File: src/rtl/nap_countdown_if.sv
// Keypad-setting, control and display signals of the nap countdown timer.
// The master drives setting and control; the slave drives display and status.
interface nap_countdown_if;
    logic       completeSetting;
    logic [3:0] one_sec_in;
    logic [3:0] ten_sec_in;
    logic [3:0] one_min_in;
    logic       pause;
    logic       cancel;
    logic       ack;
    logic [3:0] one_sec;
    logic [3:0] ten_sec;
    logic [3:0] one_min;
    logic       running;
    logic       alarm;
    logic       done_pulse;

    modport master (
        output completeSetting, one_sec_in, ten_sec_in, one_min_in, pause, cancel, ack,
        input  one_sec, ten_sec, one_min, running, alarm, done_pulse
    );

    modport slave (
        input  completeSetting, one_sec_in, ten_sec_in, one_min_in, pause, cancel, ack,
        output one_sec, ten_sec, one_min, running, alarm, done_pulse
    );
endinterface

File: src/rtl/nap_countdown.sv
// BCD m:ss nap timer: latches a keypad setting, counts it down one step per
// TICK_DIV clocks and raises a self-expiring alarm at 0:00.
//
// state | meaning
// IDLE  | waiting for a start strobe; display shows the shadowed setting
// RUN   | counting down; prescaler advancing
// PAUSE | countdown and prescaler frozen while pause is high
// ALARM | reached 0:00; alarm held until ack, cancel or ALARM_SECS ticks
module nap_countdown #(
    parameter int TICK_DIV   = 1000,
    parameter int ALARM_SECS = 10
) (
    input  logic          clock,
    input  logic          reset,
    nap_countdown_if.slave nap
);
    localparam int PW = (TICK_DIV > 2) ? $clog2(TICK_DIV) : 1;
    localparam int AW = $clog2(ALARM_SECS + 1);
    localparam logic [PW-1:0] PRE_LAST   = PW'(TICK_DIV - 1);
    localparam logic [AW-1:0] ALARM_LAST = AW'(ALARM_SECS - 1);

    typedef enum logic [1:0] {IDLE, RUN, PAUSE, ALARM} state_t;

    state_t        state, state_nx;
    logic [11:0]   shadow, shadow_nx;
    logic [11:0]   counter, counter_nx;
    logic [PW-1:0] prescaler, prescaler_nx;
    logic [AW-1:0] alarm_cnt, alarm_cnt_nx;
    logic          enter_alarm;
    logic          tick;
    logic [11:0]   disp_q, disp_d;
    logic          running_q, running_d;
    logic          alarm_q, alarm_d;
    logic          done_q, done_d;
    logic          inputs_valid, inputs_nonzero;

    function automatic logic [11:0] bcd_dec(input logic [11:0] v);
        logic [11:0] r;
        r = v;
        if (v[3:0] != 4'd0) begin
            r[3:0] = v[3:0] - 4'd1;
        end else if (v[7:4] != 4'd0) begin
            r[7:4] = v[7:4] - 4'd1;
            r[3:0] = 4'd9;
        end else if (v[11:8] != 4'd0) begin
            r[11:8] = v[11:8] - 4'd1;
            r[7:4]  = 4'd5;
            r[3:0]  = 4'd9;
        end
        return r;
    endfunction

    assign inputs_valid   = (nap.one_sec_in <= 4'd9) && (nap.ten_sec_in <= 4'd5) &&
                            (nap.one_min_in <= 4'd9);
    assign inputs_nonzero = |{nap.one_min_in, nap.ten_sec_in, nap.one_sec_in};
    assign shadow_nx      = (inputs_valid && inputs_nonzero) ?
                            {nap.one_min_in, nap.ten_sec_in, nap.one_sec_in} : shadow;
    assign tick           = (prescaler == PRE_LAST);

    always_ff @(posedge clock or posedge reset) begin
        if (reset) begin
            state     <= IDLE;
            shadow    <= '0;
            counter   <= '0;
            prescaler <= '0;
            alarm_cnt <= '0;
            disp_q    <= '0;
            running_q <= 1'b0;
            alarm_q   <= 1'b0;
            done_q    <= 1'b0;
        end else begin
            state     <= state_nx;
            shadow    <= shadow_nx;
            counter   <= counter_nx;
            prescaler <= prescaler_nx;
            alarm_cnt <= alarm_cnt_nx;
            disp_q    <= disp_d;
            running_q <= running_d;
            alarm_q   <= alarm_d;
            done_q    <= done_d;
        end
    end

    // A pause-release edge counts as a running cycle, so the nap is stretched
    // by exactly the number of cycles spent paused.
    always_comb begin
        state_nx     = state;
        counter_nx   = counter;
        prescaler_nx = prescaler;
        alarm_cnt_nx = alarm_cnt;
        enter_alarm  = 1'b0;
        case (state)
            IDLE: begin
                if (nap.completeSetting && (shadow != 12'h000)) begin
                    state_nx     = RUN;
                    counter_nx   = shadow;
                    prescaler_nx = '0;
                end
            end
            RUN, PAUSE: begin
                if (nap.cancel) begin
                    state_nx   = IDLE;
                    counter_nx = '0;
                end else if (nap.pause) begin
                    state_nx = PAUSE;
                end else begin
                    state_nx = RUN;
                    if (tick) begin
                        prescaler_nx = '0;
                        if (counter == 12'h001) begin
                            state_nx     = ALARM;
                            counter_nx   = '0;
                            alarm_cnt_nx = '0;
                            enter_alarm  = 1'b1;
                        end else begin
                            counter_nx = bcd_dec(counter);
                        end
                    end else begin
                        prescaler_nx = prescaler + 1'b1;
                    end
                end
            end
            ALARM: begin
                if (nap.cancel || nap.ack) begin
                    state_nx   = IDLE;
                    counter_nx = '0;
                end else if (tick) begin
                    prescaler_nx = '0;
                    if (alarm_cnt == ALARM_LAST) begin
                        state_nx   = IDLE;
                        counter_nx = '0;
                    end else begin
                        alarm_cnt_nx = alarm_cnt + 1'b1;
                    end
                end else begin
                    prescaler_nx = prescaler + 1'b1;
                end
            end
            default: state_nx = IDLE;
        endcase
    end

    always_comb begin
        disp_d    = (state_nx == IDLE) ? shadow_nx : counter_nx;
        running_d = (state_nx == RUN) || (state_nx == PAUSE);
        alarm_d   = (state_nx == ALARM);
        done_d    = enter_alarm;
    end

    assign nap.one_min    = disp_q[11:8];
    assign nap.ten_sec    = disp_q[7:4];
    assign nap.one_sec    = disp_q[3:0];
    assign nap.running    = running_q;
    assign nap.alarm      = alarm_q;
    assign nap.done_pulse = done_q;
endmodule

File: src/flat_wrapper.sv
// flat-port wrapper written by rule: the top's interface ports become plain ports
module nap_countdown_flat 
#(
    parameter int TICK_DIV   = 1000,
    parameter int ALARM_SECS = 10
)
  (clock, reset, nap_completeSetting, nap_one_sec_in, nap_ten_sec_in, nap_one_min_in, nap_pause, nap_cancel, nap_ack, nap_one_sec, nap_ten_sec, nap_one_min, nap_running, nap_alarm, nap_done_pulse);
  nap_countdown_if nap_i ();
  input  logic clock;
  input  logic reset;
  input wire logic [$bits(nap_i.completeSetting)-1:0] nap_completeSetting;
  input wire logic [$bits(nap_i.one_sec_in)-1:0] nap_one_sec_in;
  input wire logic [$bits(nap_i.ten_sec_in)-1:0] nap_ten_sec_in;
  input wire logic [$bits(nap_i.one_min_in)-1:0] nap_one_min_in;
  input wire logic [$bits(nap_i.pause)-1:0] nap_pause;
  input wire logic [$bits(nap_i.cancel)-1:0] nap_cancel;
  input wire logic [$bits(nap_i.ack)-1:0] nap_ack;
  output wire logic [$bits(nap_i.one_sec)-1:0] nap_one_sec;
  output wire logic [$bits(nap_i.ten_sec)-1:0] nap_ten_sec;
  output wire logic [$bits(nap_i.one_min)-1:0] nap_one_min;
  output wire logic [$bits(nap_i.running)-1:0] nap_running;
  output wire logic [$bits(nap_i.alarm)-1:0] nap_alarm;
  output wire logic [$bits(nap_i.done_pulse)-1:0] nap_done_pulse;
  assign nap_i.completeSetting = nap_completeSetting;
  assign nap_i.one_sec_in = nap_one_sec_in;
  assign nap_i.ten_sec_in = nap_ten_sec_in;
  assign nap_i.one_min_in = nap_one_min_in;
  assign nap_i.pause = nap_pause;
  assign nap_i.cancel = nap_cancel;
  assign nap_i.ack = nap_ack;
  assign nap_one_sec = nap_i.one_sec;
  assign nap_ten_sec = nap_i.ten_sec;
  assign nap_one_min = nap_i.one_min;
  assign nap_running = nap_i.running;
  assign nap_alarm = nap_i.alarm;
  assign nap_done_pulse = nap_i.done_pulse;
  nap_countdown #(.TICK_DIV(TICK_DIV), .ALARM_SECS(ALARM_SECS)) u_core (.clock(clock), .reset(reset), .nap(nap_i));
endmodule
File: config.mk
export PLATFORM = sky130hd
export DESIGN_NAME = nap_countdown_flat
export DESIGN_NICKNAME = d
export VERILOG_FILES = /design/src/rtl/nap_countdown_if.sv /design/src/rtl/nap_countdown.sv /design/src/flat_wrapper.sv
export SDC_FILE = /design/constraint.sdc
export NUM_CORES = 1
export LEC_CHECK = 0
export ABC_AREA = 1
export CELL_PAD_IN_SITES_DETAIL_PLACEMENT = 1
export CELL_PAD_IN_SITES_GLOBAL_PLACEMENT = 2
export CORE_ASPECT_RATIO = 0.75
export CORE_MARGIN = 1
export CORE_UTILIZATION = 34
export CTS_BUF_LIST = sky130_fd_sc_hd__clkbuf_8
export CTS_CLUSTER_SIZE = 16
export DETAILED_ROUTE_END_ITERATION = 12
export HOLD_SLACK_MARGIN = 0.1
export PLACE_DENSITY = 0.82
export SLEW_MARGIN = 0
export SYNTH_ARGS = -nofsm -noshare
export SYNTH_HDL_FRONTEND = slang
export SYNTH_SLANG_ARGS = --single-unit
export TNS_END_PERCENT = 30
File: constraint.sdc
create_clock -name clock -period 3.2 [get_ports clock]
set_input_delay 0.64 -clock clock [delete_from_list [all_inputs] [get_ports clock]]
set_output_delay 0.64 -clock clock [all_outputs]
set_load 0.05 [all_outputs]
==> reports/metrics.cfg <==
[logic_synthesis]
synthMuxAreaShare_pct = 0
netlist_instances = 505
synth-seq-area-share_pct = 37.92
synth_top_family_by_area = simple AND/OR/NAND/NOR gates
yosysWarnings = 0
synth_top_area_share_pct = 37.92
synthTopCellsByArea = dfrtp_1 (38%), nand2_1 (21%), nand3_1 (6.5%)
synth_compound_area_share_pct = 4.826
syn_area_per_cell_um2 = 7.188
synth-simple-area-share_pct = 43.02
yosys.cell_types.count = 37
synth_xor_area_share_pct = 1.930
synth_seq_cells = 55
syn-cell-area_mm2 = 0.003630
synth-adder-area-share_pct = 4.137
synth_fp_nets = 535
post-synth-top-area-cell = dfrtp_1

[min_path]
hp-class = reg2reg
hold_depth = 2
holdPathEnd = u_core.prescaler[9]$_DFFE_PP0P_
min_from = u_core.prescaler[9]$_DFFE_PP0P_

[critical_path]
crit_path_frequent_cell = nand2_1
cp-end-kind = flop
crit_required_ns = 3.46
slowest_stage = dfrtp_1
r2r-start = u_core.counter[4]$_DFF_PP0_
path_class = reg2reg
crit_fanout = 12
max_stage_delay_ns = 0.43
cp.arrival_ns = 2.79
reg2reg_to = u_core.disp_q[1]$_DFF_PP0_
r2r_slack_ns = 0.67
rr_worst_depth = 15
crit_path_start_kind = flop
path_cells = inv_1, ha_1, nand2_1, nor2_2, nand2_2, nor2_4, a21oi_1, o22ai_1, nand2_1, nand2_1, inv_1, ha_1, inv_1, nand2_1, nand2_1

[floorplanning]
initial_core_util_pct = 35.14
die_width_um = 121.3
core_mm2 = 0.01033
dieHeight_um = 91.48
die_area_mm2 = 0.01110
ios = 33
rows = 32

[global_routing]
grt-ovfl-total = 0
track_usage_pct = 20.05
grt_first_pass_wirelength_um = 17200
grt_pass1_vias = 3255
antenna_found_initial = 0
grt_max_degree = 33

[placement]
port_buffers = 32
place_area_mm2 = 0.004074
place_congestion = 0.7822
hpwl_um = 8015

[drt]
wirelength_um = 10070
wl_per_cell_um = 14.94
drcViolationCount = 0
vias_per_cell = 4.724
ant_nets = 0
first_pass_iters = 4
num_vias = 3184
first_iter_violations = 175

[cells_and_area]
insertedDiodeCount = 0
final-seq-area_mm2 = 0.001376
nFillCells = 1344
most-common-layout-cells = nand2_1 (201), dfrtp_1 (55), nand3_1 (47)
final_nets = 568
final_common_cell = nand2_1
area_growth_pct = 14.58
fin_area_mm2 = 0.004159
drive_gt1_share_pct = 11.15
multi_input_area_mm2 = 0.001957

[power]
sequentialPowerShare_pct = 30.4
comb_power_share_pct = 58.1
p_switching_mw = 1.864
p_clk_share_pct = 11.5
power.internal_mw = 1.696
p_per_area_mw_per_mm2 = 855.8
vdd_ir_drop_max_mv = 0.3983
sw_frac_of_total_pct = 52.36
p_leak_nw = 2.076

[sta]
maxSlewViolCount = 0
hold_viol = 0
setup_viol = 0
rsz0062_at_grt = no
worst_slew_pin_slew_ns = 0.6796
fin_setup_tns_ns = 0
fmaxAchievable_mhz = 395.4
fin_crit_sh_pct = 79.03
slew_headroom_pct = 54.63
fin_crit_ns = 2.529
skew_ns = 0.01659

[status]
status = finished, final reports clean

[clock_network]
holdBufCountCts = 0
clockBufferDepth = 2
post_cts_resized = 0
clk_latency_ns = 0.33
post_cts_buffers = 0
cts_num_sinks = 55
clkTransAtPathRegs_ns = 0.12
cts-root-buf = clkbuf_8
htreeDepth = 2
cts_tree = yes
cts-buffers-inserted = 5

[flow_run]
drv_cap = 0

registers in the layout, indices dropped and copies added (netlist names):
| name | cells |
|---|---|
| u_core.counter | 12 |
| u_core.disp_q | 12 |
| u_core.shadow | 12 |
| u_core.prescaler | 10 |
| u_core.alarm_cnt | 4 |
| u_core.state | 2 |
| u_core.nap.alarm | 1 |
| u_core.nap.done_pulse | 1 |
| u_core.nap.running | 1 |
how the worst max path moves through the flow:
stage                                      startpoint                         end  slack (ns)
final                     u_core.counter[4]$_DFF_PP0_  u_core.disp_q[1]$_DFF_PP0_        0.67
after global routing      u_core.counter[4]$_DFF_PP0_  u_core.disp_q[0]$_DFF_PP0_        0.27
after CTS                 u_core.counter[4]$_DFF_PP0_  u_core.disp_q[1]$_DFF_PP0_        0.60
after detailed placement                   nap_cancel  u_core.disp_q[8]$_DFF_PP0_        0.32
after global placement                     nap_cancel  u_core.disp_q[8]$_DFF_PP0_        0.41
after floorplan           u_core.counter[4]$_DFF_PP0_  u_core.disp_q[8]$_DFF_PP0_        0.63
synthesized netlist by cell type (all sizes together):
master / instances
clkbuf: 2
o22ai: 1
xor2: 8
or2: 2
nor2: 37
clkinv: 1
nor4: 5
buf: 10
inv: 51
nor3: 6
nand4: 4
nand3: 49
nand2: 219
o221a: 1
dlygate4sd3: 1
and2: 1
dfrtp: 55
a21oi: 8
nand3b: 10
o21ai: 22
ha: 12
through the flow:
step / cells / util (%) / worst slack, ns / power, mW / hold WS, ns
after detailed placement: 667 / 39.44 / 0.3206 / 3.186 / 0.5221
after CTS: 674 / 40.26 / 0.6017 / 3.606 / 0.5480
after global placement: 667 / 39.44 / 0.4080 / 3.143 / 0.5033
after floorplan: 505 / - / 0.6287 / 2.619 / 0.4742
final: 674 / 40.26 / 0.6712 / 3.559 / 0.5426
after global routing: 674 / 40.26 / 0.2677 / 3.895 / 0.5897
kinds of logic after synthesis:
family	Yosys count
AOI/OAI and AO/OA	32
xor gates and xnor gates	8
adders and majority gates	12
DFF	55
buffers and inverters	65
and+or+nand+nor	333
metal layers:
metal / part of all wire [%] / GRT usage, %
met1: 55 / 30.91
met2: 42 / 28.93
met3: 2.6 / 3.518
met4: 0.59 / 3.498
met5: 0 / 0
final cells by class:
cell class	instances	share of cell area, %
multi-input combinational	385	47.05
sequential	55	33.09
timing repair buffer	39	8.965
inverter	52	4.753
tap	136	4.091
clock buffer	5	1.655
clock inverter	2	0.3911
worst max-delay path, delay by kind of cell, from the launching register on:
kind | cells | cell delay (ns)
buf+inv | 3 | 0.48
fa+ha+maj | 2 | 0.48
flops | 1 | 0.43
compound gates | 2 | 0.20
simple gates | 8 | 0.87
power by group through the flow:
stage	Combinational [mW]	Sequential, mW	Clock (mW)
2_1_floorplan	1.35	1.27	0
3_3_place_gp	2.06	1.09	0
3_5_place_dp	2.09	1.09	0
4_1_cts	2.10	1.08	0.423
5_1_grt	2.33	1.11	0.456
6_report	2.07	1.08	0.409
No activity file was read; power rests on OpenSTA's default activity.
